**src/rtl/serial_sub_pkg.sv**
```systemverilog
// Shared types and defaults for the bit-serial subtractor.
// Optional two's-complement overflow output: SERIAL_SUB_OVERFLOW_EN.
package serial_sub_pkg;

    typedef enum logic [1:0] {
        IDLE = 2'd0,
        RUN  = 2'd1,
        DONE = 2'd2
    } state_t;

    localparam int DEFAULT_WIDTH = 8;

endpackage

```
**src/rtl/full_subtractor.sv**
```systemverilog
// One-bit full-subtractor cell: d = a - b - bin, with borrow-out.
// Purely combinational; the serial datapath reuses it every cycle.
module full_subtractor (
    input  logic a,
    input  logic b,
    input  logic bin,
    output logic d,
    output logic bout
);

    logic w_x;

    assign w_x  = a ^ b;
    assign d    = w_x ^ bin;
    assign bout = (~a & b) | (~w_x & bin);

endmodule

```
**src/rtl/serial_subtractor.sv**
```systemverilog
// Bit-serial WIDTH-bit subtractor, LSB first, behind a start/done handshake.
// Define SERIAL_SUB_OVERFLOW_EN to add the registered ovf output.
module serial_subtractor
    import serial_sub_pkg::*;
#(
    parameter int WIDTH = DEFAULT_WIDTH
) (
    input  logic             clk,
    input  logic             rst,
    input  logic             start,
    input  logic [WIDTH-1:0] a,
    input  logic [WIDTH-1:0] b,
    output logic             busy,
    output logic             done,
    output logic [WIDTH-1:0] diff,
`ifdef SERIAL_SUB_OVERFLOW_EN
    output logic             ovf,
`endif
    output logic             borrow
);

    localparam int CW = $clog2(WIDTH + 1);

    state_t             r_state;
    state_t             w_state_nxt;
    logic [WIDTH-1:0]   r_sa;
    logic [WIDTH-1:0]   r_sb;
    logic [WIDTH-2:0]   r_ps;
    logic               r_bin;
    logic [CW-1:0]      r_cnt;
    logic [WIDTH-1:0]   r_diff;
    logic               r_borrow;

    logic               w_d;
    logic               w_bout;
    logic               w_last;
    logic [WIDTH-1:0]   w_cat;

    full_subtractor u_cell (
        .a    (r_sa[0]),
        .b    (r_sb[0]),
        .bin  (r_bin),
        .d    (w_d),
        .bout (w_bout)
    );

    assign w_last = (r_cnt == CW'(WIDTH - 1));
    // New bit enters at the top; after the last bit this is the full result.
    assign w_cat  = {w_d, r_ps};

    always_ff @(posedge clk or posedge rst) begin
        if (rst) begin
            r_state <= IDLE;
        end else begin
            r_state <= w_state_nxt;
        end
    end

    always_comb begin
        w_state_nxt = r_state;
        unique case (r_state)
            IDLE: if (start) w_state_nxt = RUN;
            RUN:  if (w_last) w_state_nxt = DONE;
            DONE: w_state_nxt = IDLE;
            default: w_state_nxt = IDLE;
        endcase
    end

    always_ff @(posedge clk or posedge rst) begin
        if (rst) begin
            r_sa     <= '0;
            r_sb     <= '0;
            r_ps     <= '0;
            r_bin    <= 1'b0;
            r_cnt    <= '0;
            r_diff   <= '0;
            r_borrow <= 1'b0;
        end else begin
            if (r_state == IDLE && start) begin
                r_sa  <= a;
                r_sb  <= b;
                r_ps  <= '0;
                r_bin <= 1'b0;
                r_cnt <= '0;
            end else if (r_state == RUN) begin
                r_sa  <= {1'b0, r_sa[WIDTH-1:1]};
                r_sb  <= {1'b0, r_sb[WIDTH-1:1]};
                r_ps  <= w_cat[WIDTH-1:1];
                r_bin <= w_bout;
                r_cnt <= r_cnt + CW'(1);
                if (w_last) begin
                    r_diff   <= w_cat;
                    r_borrow <= w_bout;
                end
            end
        end
    end

`ifdef SERIAL_SUB_OVERFLOW_EN
    logic r_a_msb;
    logic r_b_msb;
    logic r_ovf;

    always_ff @(posedge clk or posedge rst) begin
        if (rst) begin
            r_a_msb <= 1'b0;
            r_b_msb <= 1'b0;
            r_ovf   <= 1'b0;
        end else begin
            if (r_state == IDLE && start) begin
                r_a_msb <= a[WIDTH-1];
                r_b_msb <= b[WIDTH-1];
            end else if (r_state == RUN && w_last) begin
                r_ovf <= (r_a_msb != r_b_msb) && (w_d != r_a_msb);
            end
        end
    end

    assign ovf = r_ovf;
`endif

    assign busy   = (r_state != IDLE);
    assign done   = (r_state == DONE);
    assign diff   = r_diff;
    assign borrow = r_borrow;

endmodule
```
**config.mk**
```make
export PLATFORM = sky130hd
export DESIGN_NAME = serial_subtractor
export DESIGN_NICKNAME = d
export VERILOG_FILES = /design/src/rtl/serial_sub_pkg.sv /design/src/rtl/full_subtractor.sv /design/src/rtl/serial_subtractor.sv
export SDC_FILE = /design/constraint.sdc
export NUM_CORES = 1
export LEC_CHECK = 0
export ABC_AREA = 1
export CAP_MARGIN = 25
export CORE_MARGIN = 2
export CORE_UTILIZATION = 30
export DETAILED_ROUTE_END_ITERATION = 16
export GPL_ROUTABILITY_DRIVEN = 0
export GPL_TIMING_DRIVEN = 0
export SLEW_MARGIN = 40
export SYNTH_ARGS = -nofsm -noshare
export SYNTH_HDL_FRONTEND = slang
export SYNTH_SLANG_ARGS = --single-unit
```
**constraint.sdc**
```tcl
create_clock -name clk -period 1.3 [get_ports clk]
set_input_delay 0.13 -clock clk [delete_from_list [all_inputs] [get_ports clk]]
set_output_delay 0.13 -clock clk [all_outputs]
set_load 0.05 [all_outputs]
```
==> run metrics <==
post-route DRC violation count 0; total CTS buffers 5; ratio of cells with drive above 1 in the final layout 21.4%; startpoint type of the worst setup path flip-flop; top-level port count 30; TritonCTS clock tree yes; ranking of synthesized cells by area sky130_fd_sc_hd__dfrtp_1 (59%), sky130_fd_sc_hd__nand2_1 (19%), sky130_fd_sc_hd__nand3_1 (4.5%); port buffer count 29; arrival time at the worst endpoint 1.13 ns; Yosys top cell area share 58.9%; max-capacitance violation count 0; placed wire-length estimate 2230 um; FILL cells 572; number of warnings printed during yosys synthesis 0; Wirelength per Cell 10.8 um; vias after detailed routing 1270; Hold/Removal Path Class in -> async; endpoint kind of the worst setup timing path output port; number of antenna violations at the first check in global routing 0; worst-case clock skew 0.00130 ns; total wirelength of the detailed-routed design 3240 um; drt first-iter violations 71; Avg Synthesized Cell Area 8.86 um^2; ordered cell list for the critical path clkdlybuf4s15_1; LEAKAGE 1.08 nW; ant diodes 0; number of buffers and inverters on the critical path 1; number of buffers inserted by hold repair at cts 0; power density cells 2280 nW/um^2; initial core utilization 30.6%; vertical extent of the die 78.3 um; share of total power in combinational logic 44.5%; startpoint-to-endpoint class of the critical path reg -> out; Die Span X 78.3 um; area post-placement 2060 um^2; number of detailed-routing iterations run before antenna repair 4; Tcrit/Tclk final 96.8%; area of all sequential standard cells 978 um^2; final setup violation count 0; total routing usage reported by global routing 11.8%; Slowest-stage cell, CP sky130_fd_sc_hd__clkdlybuf4s15_1; Vias/cell 4.22; Slew HR 68.3%; Clock Tree Buf Depth 2; sequential-to-total area share from yosys stat 58.9%; final layout net count 251; netlist area before placement 1660 um^2; clock share of power 15.0%; top library cells by usage in the layout, fill and taps aside sky130_fd_sc_hd__nand2_1 (78), sky130_fd_sc_hd__dfrtp_1 (37), sky130_fd_sc_hd__clkdlybuf4s50_1 (18); area used by multi-input combinational logic 608 um^2; Max Slew Vio Count 0; nets in the synthesized netlist 208; area of the core region 5410 um^2; largest vdd supply drop 0.728 mV; internal cell power 2.86 mW; via count of the first global-routing pass 1260; worst-path fanout max 2; die area 6130 um^2; maximum number of pins on one net before global-route repair 26; P&R area growth vs syn 33.1%; total non-filler cell area in the finished layout 2200 um^2; cell type group with the largest total delay on the critical path buffers and inverters; maximum level of the CTS H-tree 2; number of distinct library cell variants in the gate-level netlist after synthesis 16; global-route wire length before repair 5470 um; required time of the critical path 1.17 ns; outcome completed; Cells after Synth 187; Final ANT Viol Nets 0; standard-cell row count 27; number of flip-flops and latches in the synthesized netlist 39; clock transition time at the flip-flop clock pins of the worst setup and hold paths 0.07 ns; root cell of the clock tree sky130_fd_sc_hd__clkbuf_8; sum of internal, switching and leakage power 5.02 mW; latest clock arrival within the worst-skew pair 0.29 ns; highest cell delay on the worst timing path 0.49 ns; net switching component of the power 2.16 mW; dominant cell type by area after synthesis sky130_fd_sc_hd__dfrtp_1; final number of hold-violating endpoints 0; Achievable Freq 0.795 GHz; worst setup slack for register-to-register paths 0.06 ns; RSZ-0062 raised after global routing yes; gr ovfl total 0; share of total power in sequential cells 40.5%; fraction of power spent switching nets 43.0%; transition at the pin with the smallest max-transition slack 0.477 ns; most common cell after layout, fill and taps aside sky130_fd_sc_hd__nand2_1; crit path time final 1.26 ns; CTS Sinks 39
[sequential cells by signal, summed over array words and instances (netlist names)]
| signal | cells |
|---|---|
| r_state | 2 |
| r_ps | 7 |
| r_bin | 1 |
| borrow | 1 |
| r_sb | 8 |
| diff | 8 |
| r_sa | 8 |
| r_cnt | 4 |
[cell usage after synthesis, drive strengths merged]
cell type	n
nand2	83
dfrtp	39
o21ai	19
inv	17
nand3	15
buf	6
nor2	6
fa	1
ha	1
[per-layer routing]
metal  wire, um  track usage, %  vias up
li1           -               -      665
met1       1540            14.1      569
met2       1450            18.1       28
met3        153            3.68        8
met4         96            7.89        0
met5          0               0        -
[path summary, 6_finish.rpt]
kind | from | to | depth (start not counted)
setup / recovery | diff[6]$_DFFE_PP0P_ | diff[6] | 1
hold / removal | rst | r_sa[6]$_DFFE_PP0P_ | 2
setup reg to reg | r_cnt[0]$_DFFE_PP0P_ | diff[6]$_DFFE_PP0P_ | 7
hold reg to reg | diff[6]$_DFFE_PP0P_ | diff[6]$_DFFE_PP0P_ | 2
max in group asynchronous | rst | r_state[1]$_DFFE_PP0P_ | 3
min in group clk | a[7] | r_sa[7]$_DFFE_PP0P_ | 3
[cells by family (layout without fill, tap and decap cells)]
group	Yosys count	in the layout	synth area share [%]
flops	39	39	58.9
buf+inv	23	65	6.50
simple gates	104	104	25.3
fa+ha+maj	2	2	1.96
compound gates	19	19	7.33
[power groups by stage]
stage / Clock (mW) / Sequential [mW] / Combinational (mW)
finish: 0.753 / 2.03 / 2.24
global route: 0.817 / 2.11 / 2.50
CTS: 0.772 / 2.01 / 2.18
detailed placement: 0 / 2.03 / 2.24
global placement: 0 / 2.01 / 2.21
floorplan: 0 / 2.46 / 1.13
[area by class of cell]
class / count / share of cell area [%]
Tap cell: 72 / 4.09
Clock buffer: 6 / 3.29
Inverter: 17 / 2.89
Buffer: 6 / 2.16
Sequential cell: 39 / 44.4
Multi-Input combinational cell: 125 / 27.6
Timing Repair Buffer: 36 / 15.6
[repair_timing]
item | 4_1_cts | 5_1_grt
buffers inserted | 1 | 4
endpoints found under the setup margin | 15 | 30
resized for setup | 28 | 26
gates cloned | 0 | 1
pin swaps | 1 | 3
endpoints found under the hold margin | 0 | 0
[per-stage QoR]
stage | util [%] | setup TNS, ns | setup WS (ns) | hold WS (ns) | cells
after global placement | 37.7 | -24.31 | -0.577 | 0.461 | 288
after global routing | 40.8 | -0.120 | -0.0222 | 0.148 | 301
after floorplan | - | 0 | 0.0638 | 0.240 | 187
after detailed placement | 38.1 | -1.88 | -0.205 | 0.449 | 289
after CTS | 39.6 | 0 | 0.00653 | 0.129 | 296
final | 40.8 | 0 | 0.0417 | 0.122 | 301
(Power assumes the default switching activity.)
